File: src/rtl/cattrap_pkg.sv
`timescale 1ns/1ps
`default_nettype none
// ============================================================================
// Package     : cattrap_pkg
// Description : Shared board geometry, move-controller state encoding and
//               placement error codes for the CatTrap front end.
// Revision    : 1.0 - initial release
// ============================================================================
package cattrap_pkg;

  localparam int BOARD_N = 8;
  localparam int IDX_W   = $clog2(BOARD_N);

  typedef enum logic [1:0] {
    IDLE  = 2'd0,
    CHECK = 2'd1,
    ISSUE = 2'd2
  } state_t;

  localparam logic [2:0] ERR_OK      = 3'd0;
  localparam logic [2:0] ERR_ROW     = 3'd1;
  localparam logic [2:0] ERR_COL     = 3'd2;
  localparam logic [2:0] ERR_BLOCKED = 3'd3;
  localparam logic [2:0] ERR_CAT     = 3'd4;
  localparam logic [2:0] ERR_OVER    = 3'd5;

endpackage
`default_nettype wire

File: src/rtl/player_move_ctrl_onehot_enc.sv
`timescale 1ns/1ps
`default_nettype none
// ============================================================================
// Module      : onehot_enc
// Description : One-hot to binary encoder. valid is high only when exactly
//               one input bit is set; idx is meaningless otherwise.
// Revision    : 1.0 - initial release
// ============================================================================
module onehot_enc #(
  parameter int BOARD_N = cattrap_pkg::BOARD_N,
  parameter int IDX_W   = $clog2(BOARD_N)
) (
  input  logic [BOARD_N-1:0] vec,
  output logic [IDX_W-1:0]   idx,
  output logic               valid
);

  // OR together the positions of all set bits; exact for one-hot input
  always_comb begin
    idx = '0;
    for (int i = 0; i < BOARD_N; i++) begin
      if (vec[i]) idx = idx | IDX_W'(i);
    end
  end

  // Non-zero and clearing the lowest set bit leaves nothing: exactly one bit
  assign valid = (vec != '0) && ((vec & (vec - 1'b1)) == '0);

endmodule
`default_nettype wire

File: src/rtl/player_move_ctrl.sv
`timescale 1ns/1ps
`default_nettype none
// ============================================================================
// Module      : player_move_ctrl
// Description : Captures a Row/Col switch selection on a place pulse,
//               validates it against the board state, records the blocked
//               cell and hands one move to the game engine (valid/ready).
// Revision    : 1.0 - initial release
// ============================================================================
module player_move_ctrl #(
  parameter int BOARD_N = cattrap_pkg::BOARD_N,
  parameter int IDX_W   = cattrap_pkg::IDX_W,
  parameter int CNT_W   = 8
) (
  input  logic                       clk,
  input  logic                       Reset_n,
  input  logic [BOARD_N-1:0]         Row,
  input  logic [BOARD_N-1:0]         Col,
  input  logic                       place_pulse,
  input  logic                       new_game_pulse,
  input  logic [IDX_W-1:0]           cat_row,
  input  logic [IDX_W-1:0]           cat_col,
  input  logic                       game_over,
  input  logic                       move_ready,
  output logic                       move_valid,
  output logic [IDX_W-1:0]           move_row,
  output logic [IDX_W-1:0]           move_col,
  output logic [BOARD_N*BOARD_N-1:0] blocked,
  output logic [2:0]                 err_code,
  output logic [CNT_W-1:0]           move_count
);

  import cattrap_pkg::state_t;
  import cattrap_pkg::IDLE;
  import cattrap_pkg::CHECK;
  import cattrap_pkg::ISSUE;
  import cattrap_pkg::ERR_OK;
  import cattrap_pkg::ERR_ROW;
  import cattrap_pkg::ERR_COL;
  import cattrap_pkg::ERR_BLOCKED;
  import cattrap_pkg::ERR_CAT;
  import cattrap_pkg::ERR_OVER;

  localparam int CELL_W = $clog2(BOARD_N * BOARD_N);

  state_t               r_state;
  logic [BOARD_N-1:0]   r_row;
  logic [BOARD_N-1:0]   r_col;

  logic [IDX_W-1:0]     w_row_idx;
  logic [IDX_W-1:0]     w_col_idx;
  logic                 w_row_ok;
  logic                 w_col_ok;
  logic [CELL_W-1:0]    w_cell;
  logic [2:0]           w_err;

  onehot_enc #(.BOARD_N(BOARD_N), .IDX_W(IDX_W)) u_row_enc (
    .vec   (r_row),
    .idx   (w_row_idx),
    .valid (w_row_ok)
  );

  onehot_enc #(.BOARD_N(BOARD_N), .IDX_W(IDX_W)) u_col_enc (
    .vec   (r_col),
    .idx   (w_col_idx),
    .valid (w_col_ok)
  );

  assign w_cell = CELL_W'(int'(w_row_idx) * BOARD_N + int'(w_col_idx));

  // First-match error priority; the encoded indices are only consulted once
  // both selections are known to be one-hot
  always_comb begin
    w_err = ERR_OK;
    if (game_over)                                         w_err = ERR_OVER;
    else if (!w_row_ok)                                    w_err = ERR_ROW;
    else if (!w_col_ok)                                    w_err = ERR_COL;
    else if (blocked[w_cell])                              w_err = ERR_BLOCKED;
    else if ((w_row_idx == cat_row) && (w_col_idx == cat_col)) w_err = ERR_CAT;
  end

  // Capture -> check -> issue sequencer; new game overrides everything
  always_ff @(posedge clk or negedge Reset_n) begin
    if (!Reset_n) begin
      r_state    <= IDLE;
      r_row      <= '0;
      r_col      <= '0;
      move_valid <= 1'b0;
      move_row   <= '0;
      move_col   <= '0;
      blocked    <= '0;
      err_code   <= ERR_OK;
      move_count <= '0;
    end else if (new_game_pulse) begin
      r_state    <= IDLE;
      move_valid <= 1'b0;
      blocked    <= '0;
      err_code   <= ERR_OK;
      move_count <= '0;
    end else begin
      case (r_state)
        IDLE: begin
          if (place_pulse) begin
            r_row   <= Row;
            r_col   <= Col;
            r_state <= CHECK;
          end
        end
        CHECK: begin
          err_code <= w_err;
          if (w_err == ERR_OK) begin
            blocked[w_cell] <= 1'b1;
            if (move_count != {CNT_W{1'b1}}) move_count <= move_count + 1'b1;
            move_row   <= w_row_idx;
            move_col   <= w_col_idx;
            move_valid <= 1'b1;
            r_state    <= ISSUE;
          end else begin
            r_state <= IDLE;
          end
        end
        ISSUE: begin
          if (move_ready) begin
            move_valid <= 1'b0;
            r_state    <= IDLE;
          end
        end
        default: r_state <= IDLE;
      endcase
    end
  end

endmodule
`default_nettype wire

File: config.mk
export PLATFORM = sky130hd
export DESIGN_NAME = player_move_ctrl
export DESIGN_NICKNAME = d
export VERILOG_FILES = /design/src/rtl/cattrap_pkg.sv /design/src/rtl/player_move_ctrl_onehot_enc.sv /design/src/rtl/player_move_ctrl.sv
export SDC_FILE = /design/constraint.sdc
export NUM_CORES = 1
export LEC_CHECK = 0
export BUFFER_PORTS_ARGS = -buffer_cell sky130_fd_sc_hd__buf_2
export CAP_MARGIN = 20
export CORE_MARGIN = 4
export CORE_UTILIZATION = 45
export CTS_CLUSTER_DIAMETER = 120
export DETAILED_ROUTE_END_ITERATION = 12
export GPL_TIMING_DRIVEN = 0
export PLACE_DENSITY_LB_ADDON = 0.12
export SYNTH_ARGS = -nofsm -noshare
export SYNTH_HDL_FRONTEND = slang
export SYNTH_SLANG_ARGS = --single-unit
File: constraint.sdc
create_clock -name clk -period 3.45 [get_ports clk]
set_input_delay 0.1725 -clock clk [delete_from_list [all_inputs] [get_ports clk]]
set_output_delay 0.1725 -clock clk [all_outputs]
set_load 0.03 [all_outputs]
==> run summary <==
First-pass GRT wire length: 22.6 mm
Drt pass-1 iters: 5
Die area: 13,100 um2
PortBufs: 109
Max-Cap Viols: 0
Hpwl dp: 10.4 mm
GRT Residual Overflow: 0
Total Routed Length: 13.9 mm
Post-Route Setup TNS: 0 ns
Via count: 4,235
Core area: 11,000 um2
Final Max Tran Viols: 0
Clk slew on worst S/H paths: 0.07 ns
Area after DPL: 5870 um2
Number of synthesized flops with an enable pin: 0
Hold Crit Class: input port to register
Post-Place Worst Slack: 0.00635 ns
Post-route cell area: 6270 um2
Final Skew: 0.0102 ns
WL per Instance: 18.9 um
Vias in the first global route: 4,182
Diode count: 0
Post-synthesis cell type count: 58
Fin util: 0.571
CTS Buffer Depth: 2
Placement row count: 38
Ranking of synthesized cells by area: dfrtp_1 49%, mux2i_1 6.7%, a22o_1 5.5%
Slew HR: 0.422
Crit-path max FO: 10
RSZ-0062 raised after global routing: false
FMAX: 0.310 GHz
Share of the synthesized area in the top cell type: 0.490
Worst slew pin tran: 0.861 ns
DRC Markers: 0
Share of cells above drive strength 1: 0.321
Mean post-synth cell area: 10.9 um2
Mapped Area: 5110 um2
Non-filler cells, final: 738
Ys flop type: dfrtp_1
Status: complete, no violations
Most frequent cells in the layout: 120 x buf_2, 100 x dfrtp_1, 47 x nand2_1
Final Net Count: 622
Antenna viol nets, final: 0
P_leak: 2.94 nW
DR vias/cell: 5.74
Critical Path End Type: register
Final period utilization: 0.934
Synth warnings: 0
Die X: 115 um
Antenna violations before repair: 0
Async set-reset flop share out of synthesis: 1.00
Synthesized instance count: 467
Most common library cell in the layout ignoring fill and taps: buf_2
H-tree depth: 3
FILL cells: 958
Io pins: 110
Largest net degree at the start of global routing: 57
Seq/Total Area, Yosys: 0.490
Placer Congestion: 0.810
Clk sink count: 100
Tmin final: 3.22 ns
WP data arrival: 3.46 ns
CTS buffer count: 9
Classification of the worst setup path: register to register
1st-iter DRT viols: 274
CTS tree: yes
Final Hold Violating Endpoints: 0
Post-synth top area cell: dfrtp_1
Post-synthesis register bit count: 100
Clock Latency Late Sink: 0.35 ns
Power per Cell Area: 458 nW/um2
VDD IR-drop max: 0.273 mV
P&R area growth vs syn: 22.7%
Initial Util: 0.465
Overall global routing resource usage: 0.221
Cell count after placement: 717
CP required: 3.69 ns
Syn_nets: 496
Die height: 115 um
Crit path launch type: register
Root Driver: clkbuf_16
Post-route setup slack: 0.229 ns
Setup violations, final: 0
==> per-stage QoR <==
step	power [mW]	hold WS [ns]
after global placement	1.67	0.369
after CTS	2.88	0.00895
after floorplan	1.55	-0.123
after global routing	2.99	0.0156
final	2.88	0.0135
after detailed placement	1.69	0.213
==> power by group <==
part | internal [mW] | switching (mW) | total, mW
registers | 1.21 | 0.0435 | 1.26
clock network | 0.752 | 0.451 | 1.20
logic | 0.154 | 0.263 | 0.417
total | 2.12 | 0.758 | 2.88
==> path summary, 6_finish.rpt <==
kind                              from          end  slack, ns  depth (start not counted)
max                           r_col[3]   blocked[2]       0.23                         12
min                         move_ready   move_valid       0.01                          2
max reg2reg                   r_col[3]   blocked[2]       0.23                         12
min reg2reg                move_col[0]  move_col[0]       0.51                          1
max in group asynchronous      Reset_n  move_row[1]       2.39                          3
min in group asynchronous      Reset_n  blocked[58]       0.37                          2
==> critical path, stage by stage (launching register included) <==
cell and delay, ns:
dfrtp_1 0.38, buf_6 0.14, nor4_4 0.41, buf_4 0.34, mux2i_1 0.31, o22ai_1 0.12
o21ai_1 0.29, nand4_4 0.19, nor2_8 0.22, nand4_4 0.11, buf_6 0.17, buf_6 0.15
o31ai_1 0.27
==> cell usage after synthesis (2+ instances only) <==
cell type,number
o21ai_1,4
nor3_1,2
nand3_1,12
clkbuf_1,13
a21oi_1,9
o21ai_0,13
mux2_2,22
mux2i_1,34
nor4_1,5
and4_1,7
a22o_1,32
xor2_1,2
nor2_1,29
and3_1,6
buf_2,14
nand4_4,2
nor2b_1,7
buf_6,5
mux2_1,2
nand4_1,2
o22ai_1,16
xnor2_1,6
o2bb2ai_1,8
a21o_1,2
inv_1,4
nand2_1,47
or4_1,3
nand2b_1,4
dfrtp_1,100
nor4_4,2
o31ai_2,2
o31ai_1,24
o21bai_1,2
==> state kept, by name (all words and copies together) (netlist names) <==
name / cells
r_col: 8
move_row: 3
move_valid: 1
move_col: 3
r_row: 8
move_count: 8
err_code: 3
r_state: 2
blocked: 64
==> cells by family after synthesis <==
logic type | after synthesis | synth area share
buffers and inverters | 38 | 0.0394
XOR/XNOR | 8 | 0.0137
flip-flops | 100 | 0.490
adder cells (fa/ha/maj) | 3 | 0.00661
multiplexers | 58 | 0.119
AO/OA/AOI/OAI | 122 | 0.178
AND/OR/NAND/NOR | 138 | 0.153
==> metal layers <==
layer / GRT usage / wire (um) / vias up
li1: - / - / 1994
met1: 0.316 / 6300 / 2062
met2: 0.345 / 6530 / 162
met3: 0.0391 / 943 / 17
met4: 0.0610 / 161 / 0
met5: 0 / 0 / -
==> final cells by class <==
class                      count  area [um2]  share of cell area
buffer                        33         189              0.0301
clock buffer                  11         253              0.0403
clock inverter                 5         106              0.0170
inverter                       5        18.8             0.00299
multi-input combinational    329        2410               0.385
sequential                   100        2500               0.399
tap                          140         175              0.0279
timing repair buffer         115         616              0.0981
==> what timing repair did <==
item | CTS | global route
setup endpoints to repair | 2 | 20
resized for setup | 2 | 4
pin swaps | 1 | 2
hold buffers | 1 | 0
setup buffers | 0 | 4
endpoints found under the hold margin | 44 | 0
gates cloned | 0 | 0
(Power assumes the default switching activity.)
